<file path="src/rtl/rom_fetch_pkg.sv">
// Shared types and constants for the ROM instruction-fetch sequencer.
// Holds the FSM state enum, address/data widths, interrupt vector
// locations, the reset PC and the interrupt-index-to-vector mapping.
package rom_fetch_pkg;

  localparam int unsigned ADDR_WIDTH = 8;
  localparam int unsigned DATA_WIDTH = 8;
  localparam int unsigned INT_COUNT  = 2;

  localparam logic [ADDR_WIDTH-1:0] VEC_INT0 = 8'hFF;
  localparam logic [ADDR_WIDTH-1:0] VEC_INT1 = 8'hFE;
  localparam logic [ADDR_WIDTH-1:0] RESET_PC = 8'h00;

  typedef enum logic [2:0] {
    ST_FETCH,
    ST_WAIT,
    ST_VALID,
    ST_VEC_RD,
    ST_VEC_WAIT
  } state_t;

  // ROM location holding the target address for interrupt idx
  function automatic logic [ADDR_WIDTH-1:0] int_vector(input logic idx);
    return idx ? VEC_INT1 : VEC_INT0;
  endfunction

endpackage

</file>
<file path="src/rtl/rom_fetch_ctrl_if.sv">
// ROM / core bus bundle for the fetch sequencer.
// master: the fetch controller (drives ROM address, instruction, acks).
// slave : the environment (ROM data, core handshake, branch, interrupts).
interface rom_fetch_ctrl_if;
  import rom_fetch_pkg::*;

  logic [ADDR_WIDTH-1:0] rom_addr;
  logic [DATA_WIDTH-1:0] rom_data;
  logic [DATA_WIDTH-1:0] instr;
  logic                  instr_valid;
  logic                  instr_accept;
  logic                  branch_en;
  logic [ADDR_WIDTH-1:0] branch_addr;
  logic [INT_COUNT-1:0]  int_raise;
  logic [INT_COUNT-1:0]  int_ack;
  logic [ADDR_WIDTH-1:0] return_addr;

  modport master (
    output rom_addr, instr, instr_valid, int_ack, return_addr,
    input  rom_data, instr_accept, branch_en, branch_addr, int_raise
  );

  modport slave (
    input  rom_addr, instr, instr_valid, int_ack, return_addr,
    output rom_data, instr_accept, branch_en, branch_addr, int_raise
  );

endinterface

</file>
<file path="src/rtl/rom_fetch_ctrl_int_pend.sv">
// Interrupt pending latch, fixed-priority select (bit0 first) and
// one-cycle acknowledge pulse.
// Ports: clk, reset (sync, active-high), raise (requests), take (vector
// taken this cycle), pend_any_c / sel_c (combinational decision inputs
// for the FSM, including same-cycle requests), ack (registered pulse).
module rom_fetch_int_pend
  import rom_fetch_pkg::*;
(
  input  logic                 clk,
  input  logic                 reset,
  input  logic [INT_COUNT-1:0] raise,
  input  logic                 take,
  output logic                 pend_any_c,
  output logic                 sel_c,
  output logic [INT_COUNT-1:0] ack
);

  logic [INT_COUNT-1:0] pend;
  logic [INT_COUNT-1:0] pend_all_c;
  logic [INT_COUNT-1:0] sel_oh_c;

  // Same-cycle requests participate in the decision
  assign pend_all_c = pend | raise;
  assign pend_any_c = |pend_all_c;
  assign sel_c      = ~pend_all_c[0];
  assign sel_oh_c   = pend_all_c[0] ? 2'b01 : 2'b10;

  always_ff @(posedge clk) begin
    if (reset) begin
      pend <= '0;
      ack  <= '0;
    end else begin
      ack  <= take ? sel_oh_c : '0;
      pend <= take ? (pend_all_c & ~sel_oh_c) : pend_all_c;
    end
  end

endmodule

</file>
<file path="src/rtl/rom_fetch_ctrl.sv">
// Instruction-fetch sequencer for a 256x8 program ROM with one-cycle
// registered read latency. Owns the PC, presents each byte through a
// valid/accept handshake, handles branches and vectored interrupts.
// Ports: clk, reset (sync, active-high), bus (rom_fetch_ctrl_if.master).
// Macro ROM_FETCH_INT_EN compiles in interrupt pending/vector logic;
// without it int_raise is ignored and int_ack/return_addr read zero.
module rom_fetch_ctrl
  import rom_fetch_pkg::*;
(
  input logic              clk,
  input logic              reset,
  rom_fetch_ctrl_if.master bus
);

  state_t                state;
  logic [ADDR_WIDTH-1:0] pc;
  logic [ADDR_WIDTH-1:0] rom_addr;
  logic [DATA_WIDTH-1:0] instr;
  logic                  instr_valid;
  logic [ADDR_WIDTH-1:0] next_pc_c;

  // Wraps 0xFF -> 0x00 by width truncation
  assign next_pc_c = bus.branch_en ? bus.branch_addr : ADDR_WIDTH'(pc + 1'b1);

  assign bus.rom_addr    = rom_addr;
  assign bus.instr       = instr;
  assign bus.instr_valid = instr_valid;

`ifdef ROM_FETCH_INT_EN
  logic                  int_pend_c;
  logic                  int_sel_c;
  logic                  int_take_c;
  logic [INT_COUNT-1:0]  int_ack;
  logic [ADDR_WIDTH-1:0] return_addr;

  assign int_take_c = (state == ST_VALID) && bus.instr_accept && int_pend_c;

  rom_fetch_int_pend u_int_pend (
    .clk        (clk),
    .reset      (reset),
    .raise      (bus.int_raise),
    .take       (int_take_c),
    .pend_any_c (int_pend_c),
    .sel_c      (int_sel_c),
    .ack        (int_ack)
  );

  assign bus.int_ack     = int_ack;
  assign bus.return_addr = return_addr;
`else
  logic unused_int_raise_c;
  assign unused_int_raise_c = ^bus.int_raise;
  assign bus.int_ack        = '0;
  assign bus.return_addr    = '0;
`endif

  // Fetch FSM with registered outputs
  always_ff @(posedge clk) begin
    if (reset) begin
      state       <= ST_FETCH;
      pc          <= RESET_PC;
      rom_addr    <= RESET_PC;
      instr       <= '0;
      instr_valid <= 1'b0;
`ifdef ROM_FETCH_INT_EN
      return_addr <= '0;
`endif
    end else begin
      case (state)
        ST_FETCH: state <= ST_WAIT;
        ST_WAIT: begin
          instr       <= bus.rom_data;
          instr_valid <= 1'b1;
          state       <= ST_VALID;
        end
        ST_VALID: begin
          if (bus.instr_accept) begin
            instr_valid <= 1'b0;
`ifdef ROM_FETCH_INT_EN
            if (int_pend_c) begin
              return_addr <= next_pc_c;
              rom_addr    <= int_vector(int_sel_c);
              state       <= ST_VEC_RD;
            end else
`endif
            begin
              pc       <= next_pc_c;
              rom_addr <= next_pc_c;
              state    <= ST_FETCH;
            end
          end
        end
`ifdef ROM_FETCH_INT_EN
        ST_VEC_RD: state <= ST_VEC_WAIT;
        ST_VEC_WAIT: begin
          pc       <= bus.rom_data;
          rom_addr <= bus.rom_data;
          state    <= ST_FETCH;
        end
`endif
        default: state <= ST_FETCH;
      endcase
    end
  end

endmodule

</file>
<file path="src/flat_wrapper.sv">
// flat-port wrapper written by rule: the top's interface ports become plain ports
module rom_fetch_ctrl_flat import rom_fetch_pkg::*;
  (clk, reset, bus_rom_addr, bus_instr, bus_instr_valid, bus_int_ack, bus_return_addr, bus_rom_data, bus_instr_accept, bus_branch_en, bus_branch_addr, bus_int_raise);
  rom_fetch_ctrl_if bus_i ();
  input logic clk;
  input logic reset;
  output wire logic [$bits(bus_i.rom_addr)-1:0] bus_rom_addr;
  output wire logic [$bits(bus_i.instr)-1:0] bus_instr;
  output wire logic [$bits(bus_i.instr_valid)-1:0] bus_instr_valid;
  output wire logic [$bits(bus_i.int_ack)-1:0] bus_int_ack;
  output wire logic [$bits(bus_i.return_addr)-1:0] bus_return_addr;
  input wire logic [$bits(bus_i.rom_data)-1:0] bus_rom_data;
  input wire logic [$bits(bus_i.instr_accept)-1:0] bus_instr_accept;
  input wire logic [$bits(bus_i.branch_en)-1:0] bus_branch_en;
  input wire logic [$bits(bus_i.branch_addr)-1:0] bus_branch_addr;
  input wire logic [$bits(bus_i.int_raise)-1:0] bus_int_raise;
  assign bus_rom_addr = bus_i.rom_addr;
  assign bus_instr = bus_i.instr;
  assign bus_instr_valid = bus_i.instr_valid;
  assign bus_int_ack = bus_i.int_ack;
  assign bus_return_addr = bus_i.return_addr;
  assign bus_i.rom_data = bus_rom_data;
  assign bus_i.instr_accept = bus_instr_accept;
  assign bus_i.branch_en = bus_branch_en;
  assign bus_i.branch_addr = bus_branch_addr;
  assign bus_i.int_raise = bus_int_raise;
  rom_fetch_ctrl u_core (.clk(clk), .reset(reset), .bus(bus_i));
endmodule
</file>
<file path="config.mk">
export PLATFORM = sky130hd
export DESIGN_NAME = rom_fetch_ctrl_flat
export DESIGN_NICKNAME = d
export VERILOG_FILES = /design/src/rtl/rom_fetch_pkg.sv /design/src/rtl/rom_fetch_ctrl_if.sv /design/src/rtl/rom_fetch_ctrl_int_pend.sv /design/src/rtl/rom_fetch_ctrl.sv /design/src/flat_wrapper.sv
export SDC_FILE = /design/constraint.sdc
export NUM_CORES = 1
export LEC_CHECK = 0
export BUFFER_PORTS_ARGS = -buffer_cell sky130_fd_sc_hd__buf_2
export CAP_MARGIN = 10
export CORE_UTILIZATION = 40
export CTS_CLUSTER_DIAMETER = 120
export DETAILED_ROUTE_END_ITERATION = 6
export GPL_ROUTABILITY_DRIVEN = 0
export PLACE_DENSITY = 0.69
export SYNTH_ARGS = -nofsm -noshare
export SYNTH_HDL_FRONTEND = slang
export SYNTH_SLANG_ARGS = --single-unit
</file>
<file path="constraint.sdc">
create_clock -name clk -period 3.7 [get_ports clk]
set_input_delay 0.74 -clock clk [delete_from_list [all_inputs] [get_ports clk]]
set_output_delay 0.74 -clock clk [all_outputs]
set_load 0.02 [all_outputs]
</file>
==> reports/qor.yml, run 1 <==
outcome:
  status: "finished, final reports clean"
sta:
  setup_viol: 0
  slew_viol_final: 0
  setup_ws_ns: 1.96
  finalCritPeriodShare: 0.472
  setup_tns_ns: 0
  rsz0062_at_grt: "no"
  min_period_ns: 1.74
  hold_viol_final: 0
  finClkSkew_ns: 0.00243
  timing.fmax_ghz: 0.573
power:
  switching_share: 0.312
  p_per_area_nw_per_um2: 361
  ir_drop_mv: 0.330
  switching_power_mw: 0.131
  p_comb_frac: 0.200
  clockPowerShare: 0.256
  power_frac_seq: 0.544
  leakagePower_nw: 0.517
  power.internal_mw: 0.288
synth:
  synthArstFlopShare: 0
  yosys_warnings: 0
  ys_seq_elements: 19
  synth_top_family_by_area: "simple AND/OR/NAND/NOR gates"
  synth_fa_ha_area_frac: 0.0125
  synth-xor-area-share: 0
  yosys.area_share.simple: 0.250
  synth-edff-count: 0
  netlist_area_um2: 1000
  synth_compound_area_frac: 0.202
  synth_cell_types: 40
  synthCells: 117
  muxShareOfSynthArea: 0.0300
  synth_area_leaders: "dfxtp_1 (38%), buf_4 (8.3%), nand2_1 (7.1%)"
  yosys.area.top_type: "dfxtp_1"
  syn_avg_cell_area_um2: 8.54
  synth_top_area_share: 0.380
  yosysSeqAreaShare: 0.380
  ys.flop_type: "dfxtp_1"
routing:
  detail-route-antenna-nets: 0
  routedWlPerCell_um: 12.8
  post_drt_via_cell_ratio: 5.32
  wirelength_mm: 2.27
  dr.first_iter.drc_count: 21
  drc_errors: 0
  vias: 942
  first_pass_iters: 4
grt:
  first_global_vias: 864
  grt_max_degree: 25
  antenna_found_initial: 0
  grt_overflow: 0
  track_usage: 0.186
  grt_pass1_wl_mm: 3.75
floorplanning:
  rows: 17
  die_area_um2: 2700
  initial_core_util: 0.439
  die_h_um: 52.0
  core_um2: 2280
  die_w_um: 52.0
  ioPinCount: 49
clock_tree:
  cts.sinks: 19
  cts-root-buf: "clkbuf_4"
  cts_tree: "done"
  cts_setup_buffers: 0
  h-tree-depth: 1
  clkLatencyLatePin_ns: 0.29
  clockBufferDepth: 2
  cts_resized: 0
  path_clk_slew_ns: 0.11
  hold_buffers: 0
  cts_buffers: 3
critical_path:
  rr_startpoint: "u_core.pc[0]"
  required_ns: 2.96
  crit_chain: "buf_2"
  critPathKind: "reg -> out"
  cp_slowest_cell: "dfxtp_1"
  crit_family: "flip-flops"
  critPathLaunch: "u_core.pc[2]"
  end_kind: "output pin"
  worst-path-buf-inv: 1
  cpPeakStageDelay_ns: 0.49
  cp_max_fo: 8
  cp-start-kind: "register"
  crit_arrival_ns: 1.00
job:
  cap_violations: 0
worst_hold_path:
  min_path_type: "reg -> reg"
  min_from: "u_core.bus.instr[6]"
layout:
  diodes: 0
  fin_nets: 173
  area_growth_pct: 16.1
  drive_gt1_frac: 0.295
placed_design:
  pre_cts_ws_ns: 1.87
  io_buffers: 36
  dpl.hpwl_mm: 1.60
-- per-stage QoR --
stage	util	hold WS, ns	power (mW)	instance area [µm²]	instances
6_report	0.510	0.470	0.419	1160	177
3_5_place_dp	0.497	0.454	0.316	1130	173
3_3_place_gp	0.497	0.439	0.312	1130	173
4_1_cts	0.510	0.471	0.421	1160	177
5_1_grt	0.510	0.495	0.441	1160	177
2_1_floorplan	-	0.468	0.298	1030	126
-- cells in the final DEF, fill, tap and decap left out, drive strengths merged, types with 2 or more instances in the layout --
cell and count:
buf 36, nand2 19, dfxtp 19, a21oi 12
conb 10, o21ai 5, nor2 4, mux2i 3
clkbuf 3, nand2b 2, and2 2, nand4 2
nor3b 2, o211ai 2, or3 2, a211oi 2
nand3 2, a31oi 2, or3b 2, nand3b 2
-- power groups by stage --
| stage | Clock [mW] | Combinational (mW) | Sequential (mW) |
|---|---|---|---|
| after floorplan | 0 | 0.0553 | 0.243 |
| after global placement | 0 | 0.0813 | 0.231 |
| after detailed placement | 0 | 0.0840 | 0.232 |
| after CTS | 0.109 | 0.0845 | 0.228 |
| after global routing | 0.119 | 0.0920 | 0.230 |
| final | 0.107 | 0.0839 | 0.228 |
-- cells in the mapped netlist, types with 2 or more instances --
library cell,instances
a211oi_1,2
buf_4,11
dfxtp_1,19
nand2b_1,2
o21ai_0,2
nand3_1,2
o211ai_1,2
nand4_1,2
nor2_1,4
mux2i_1,3
and2_1,2
a21oi_1,12
a31oi_1,2
nand2_1,19
nor3b_1,2
buf_2,4
or3_1,2
o21ai_1,3
-- registers in the layout, indices dropped and copies added, names as in the netlist --
| register | cells |
|---|---|
| u_core.bus.instr | 8 |
| u_core.state | 2 |
| u_core.pc | 8 |
| u_core.bus.instr_valid | 1 |
-- final cells by class --
type / instances / area [µm²]
fillers: 225 / 1110
multi-input cells: 89 / 532
flip-flops and latches: 19 / 380
repair buffers: 36 / 180
well taps: 28 / 35.0
clock buffers: 3 / 22.5
clock inverters: 1 / 7.51
inverters: 1 / 3.75
-- worst paths after layout --
kind	slack, ns	to	depth (start not counted)
min	0.47	u_core.bus.instr[6]	2
max reg2reg	2.20	u_core.pc[6]	4
max	1.96	bus_rom_addr[2]	1
min reg2reg	0.47	u_core.bus.instr[6]	2
-- layer usage --
layer,wire [µm],global-route usage,vias up
met5,0,0,-
met4,21,0.0405,0
met3,144,0.0556,2
met2,1130,0.335,40
met1,969,0.211,435
li1,-,-,465
-- cell families after synthesis --
| kind of cell | count (synthesis) |
|---|---|
| compound gates | 30 |
| fa+ha+maj | 1 |
| buf+inv | 18 |
| flops | 19 |
| mux | 3 |
| other cells | 1 |
| simple gates | 45 |
(Power assumes the default switching activity.)
==> run 2, diff against run 1 <==
Settings changed: PLACE_DENSITY 0.69 to 0.72.
Clock period 3.7 ns to 1.5 ns, I/O delays scaled along.
==> run 2 against run 1 <==
Against the previous run:
- first-iteration DRC count fell by 29%
- combinational power rose to 2.5 times the previous value
- hold slack got worse by 0.25 ns
- non-clock buffer count rose by 3
- critical path depth rose by 3
- final cell count rose by 1.7%
- design area rose by 1.9%
- sequential cell count did not move
- count of clock-buffer cells in the layout did not move
- sequential power rose by 150%
- largest cell class unchanged
==> reports/qor.yml, run 2 (synthesized netlist as in run 1, its figures left out) <==
floorplanning:
  rows: 17  # unchanged
  die_h_um: 52.0  # unchanged
  core_um2: 2280  # unchanged
  die_area_um2: 2700  # unchanged
  die_w_um: 52.0  # unchanged
  initial_core_util: 0.439  # unchanged
  ioPinCount: 49  # unchanged
sta:
  hold_ws_ns: 0.222  # -0.248 ns
  slew_viol_final: 0  # unchanged
  timing.fmax_ghz: 0.701
  min_period_ns: 1.43
  finalCritPeriodShare: 0.951
  setup_tns_ns: 0  # unchanged
  finClkSkew_ns: 0.00110  # -0.00133 ns
  hold_viol_final: 0  # unchanged
  setup_ws_ns: 0.0740  # -1.88 ns
  rsz0062_at_grt: "no"
  setup_viol: 0  # unchanged
worst_hold_path:
  min_from: "bus_rom_data[2]"
  whs_path_depth: 3  # +1
  min_path_type: "in -> reg"
  worstHoldEndpoint: "u_core.bus.instr[2]"
power:
  clockPowerShare: 0.261  # +0.005
  switching_share: 0.315  # +0.00219
  switching_power_mw: 0.328  # +150%
  ir_drop_mv: 0.648  # +96%
  power.internal_mw: 0.715  # +150%
  power_frac_seq: 0.536  # -0.008
  p_comb_frac: 0.203  # +0.003
  totalPowerFinal_mw: 1.04  # +150%
  p_per_area_nw_per_um2: 882  # +140%
  leakagePower_nw: 0.532  # +2.9%
critical_path:
  required_ns: 1.74  # -1.22 ns
  cp-start-kind: "register"
  cp_max_fo: 6  # -2
  rr_startpoint: "u_core.pc[1]"
  crit_arrival_ns: 1.66  # +0.66 ns
  rr_worst_depth: 4  # unchanged
  critPathLaunch: "u_core.pc[1]"
  r2r-end: "u_core.pc[6]"
  end_kind: "register"
  r2r_slack_ns: 0.07  # -2.13 ns
  critPathKind: "reg -> reg"
clock_tree:
  path_clk_slew_ns: 0.11  # about the same
  cts_buffers: 3  # unchanged
  cts-root-buf: "clkbuf_4"
  cts_setup_buffers: 0  # unchanged
  cts.sinks: 19  # unchanged
  hold_buffers: 0  # unchanged
  clockBufferDepth: 2  # unchanged
  cts_resized: 0  # unchanged
  h-tree-depth: 1  # unchanged
  clkLatencyLatePin_ns: 0.30  # about the same
  cts_tree: "done"
layout:
  fin_area_um2: 1180  # +1.9%
  fillers: 219  # -2.7%
  layout_common_cells: "buf_2 (36), nand2_1 (19), dfxtp_1 (19), a21oi_1 (12), conb_1 (10)"
  layout_commonest_cell: "buf_2"
  reg_top3: "u_core.bus.instr (8), u_core.pc (8), u_core.state (2)"
  drive_gt1_frac: 0.309  # +0.0139
  diodes: 0  # unchanged
  fin_nets: 176  # +1.7%
  area_growth_pct: 18.4
grt:
  first_global_vias: 813  # -5.9%
  track_usage: 0.170  # -0.0162
  grt_max_degree: 21  # -16%
  grt_pass1_wl_mm: 3.42  # -8.8%
  antenna_found_initial: 0  # unchanged
  grt_overflow: 0  # unchanged
routing:
  vias: 946  # +0.42%
  wirelength_mm: 2.13  # -6.0%
  post_drt_via_cell_ratio: 5.26  # -1.2%
  detail-route-antenna-nets: 0  # unchanged
  dr.first_iter.drc_count: 15  # -29%
  routedWlPerCell_um: 11.8  # -7.6%
  drc_errors: 0  # unchanged
  first_pass_iters: 4  # unchanged
outcome:
  status: "finished, final reports clean"
job:
  cap_violations: 0  # unchanged
placed_design:
  place_area_um2: 1150  # +2.0%
  dpl.hpwl_mm: 1.55  # -3.1%
  io_buffers: 36  # unchanged
  pre_cts_ws_ns: 0.114  # -1.75 ns
## run 2: layout make-up
class | count | area, µm² | area share
inverter | 1 | 3.75 | 0.00317
clock buffer | 3 | 22.5 | 0.0190
multi-input combinational | 89 | 532 | 0.449
clock inverter | 1 | 7.51 | 0.00634
sequential | 19 | 380 | 0.321
timing repair buffer | 39 | 203 | 0.171
tap | 28 | 35.0 | 0.0296
## run 2: critical path, cell delays in order (launching register included)
cell      delay (ns)
dfxtp_1         0.43
ha_1            0.24
nand4_1         0.17
o41a_1          0.35
o211ai_1        0.17
## run 2: routing by layer
metal	vias to the layer above	GRT usage	routed length [µm]
met5	-	0	0
met4	0	0.0270	0
met3	0	0.0614	188
met2	49	0.293	979
met1	428	0.201	960
li1	469	-	-
## run 2: worst max-delay path by stage
stage / endpoint
after global routing: u_core.pc[6]
final: u_core.pc[6]
after floorplan: u_core.pc[6]
after detailed placement: u_core.pc[6]
after CTS: u_core.pc[6]
after global placement: u_core.pc[6]
## run 2: power by group through the flow
stage	combinational [mW]	clock, mW	sequential [mW]
6_report	0.212	0.272	0.559
5_1_grt	0.233	0.307	0.565
4_1_cts	0.214	0.284	0.559
3_5_place_dp	0.213	0	0.570
3_3_place_gp	0.208	0	0.568
2_1_floorplan	0.136	0	0.600
## run 2: metrics by stage
stage | cells | utilization
floorplan | 126 | -
global route | 180 | 0.520
CTS | 180 | 0.520
finish | 180 | 0.520
global placement | 176 | 0.507
detailed placement | 176 | 0.507
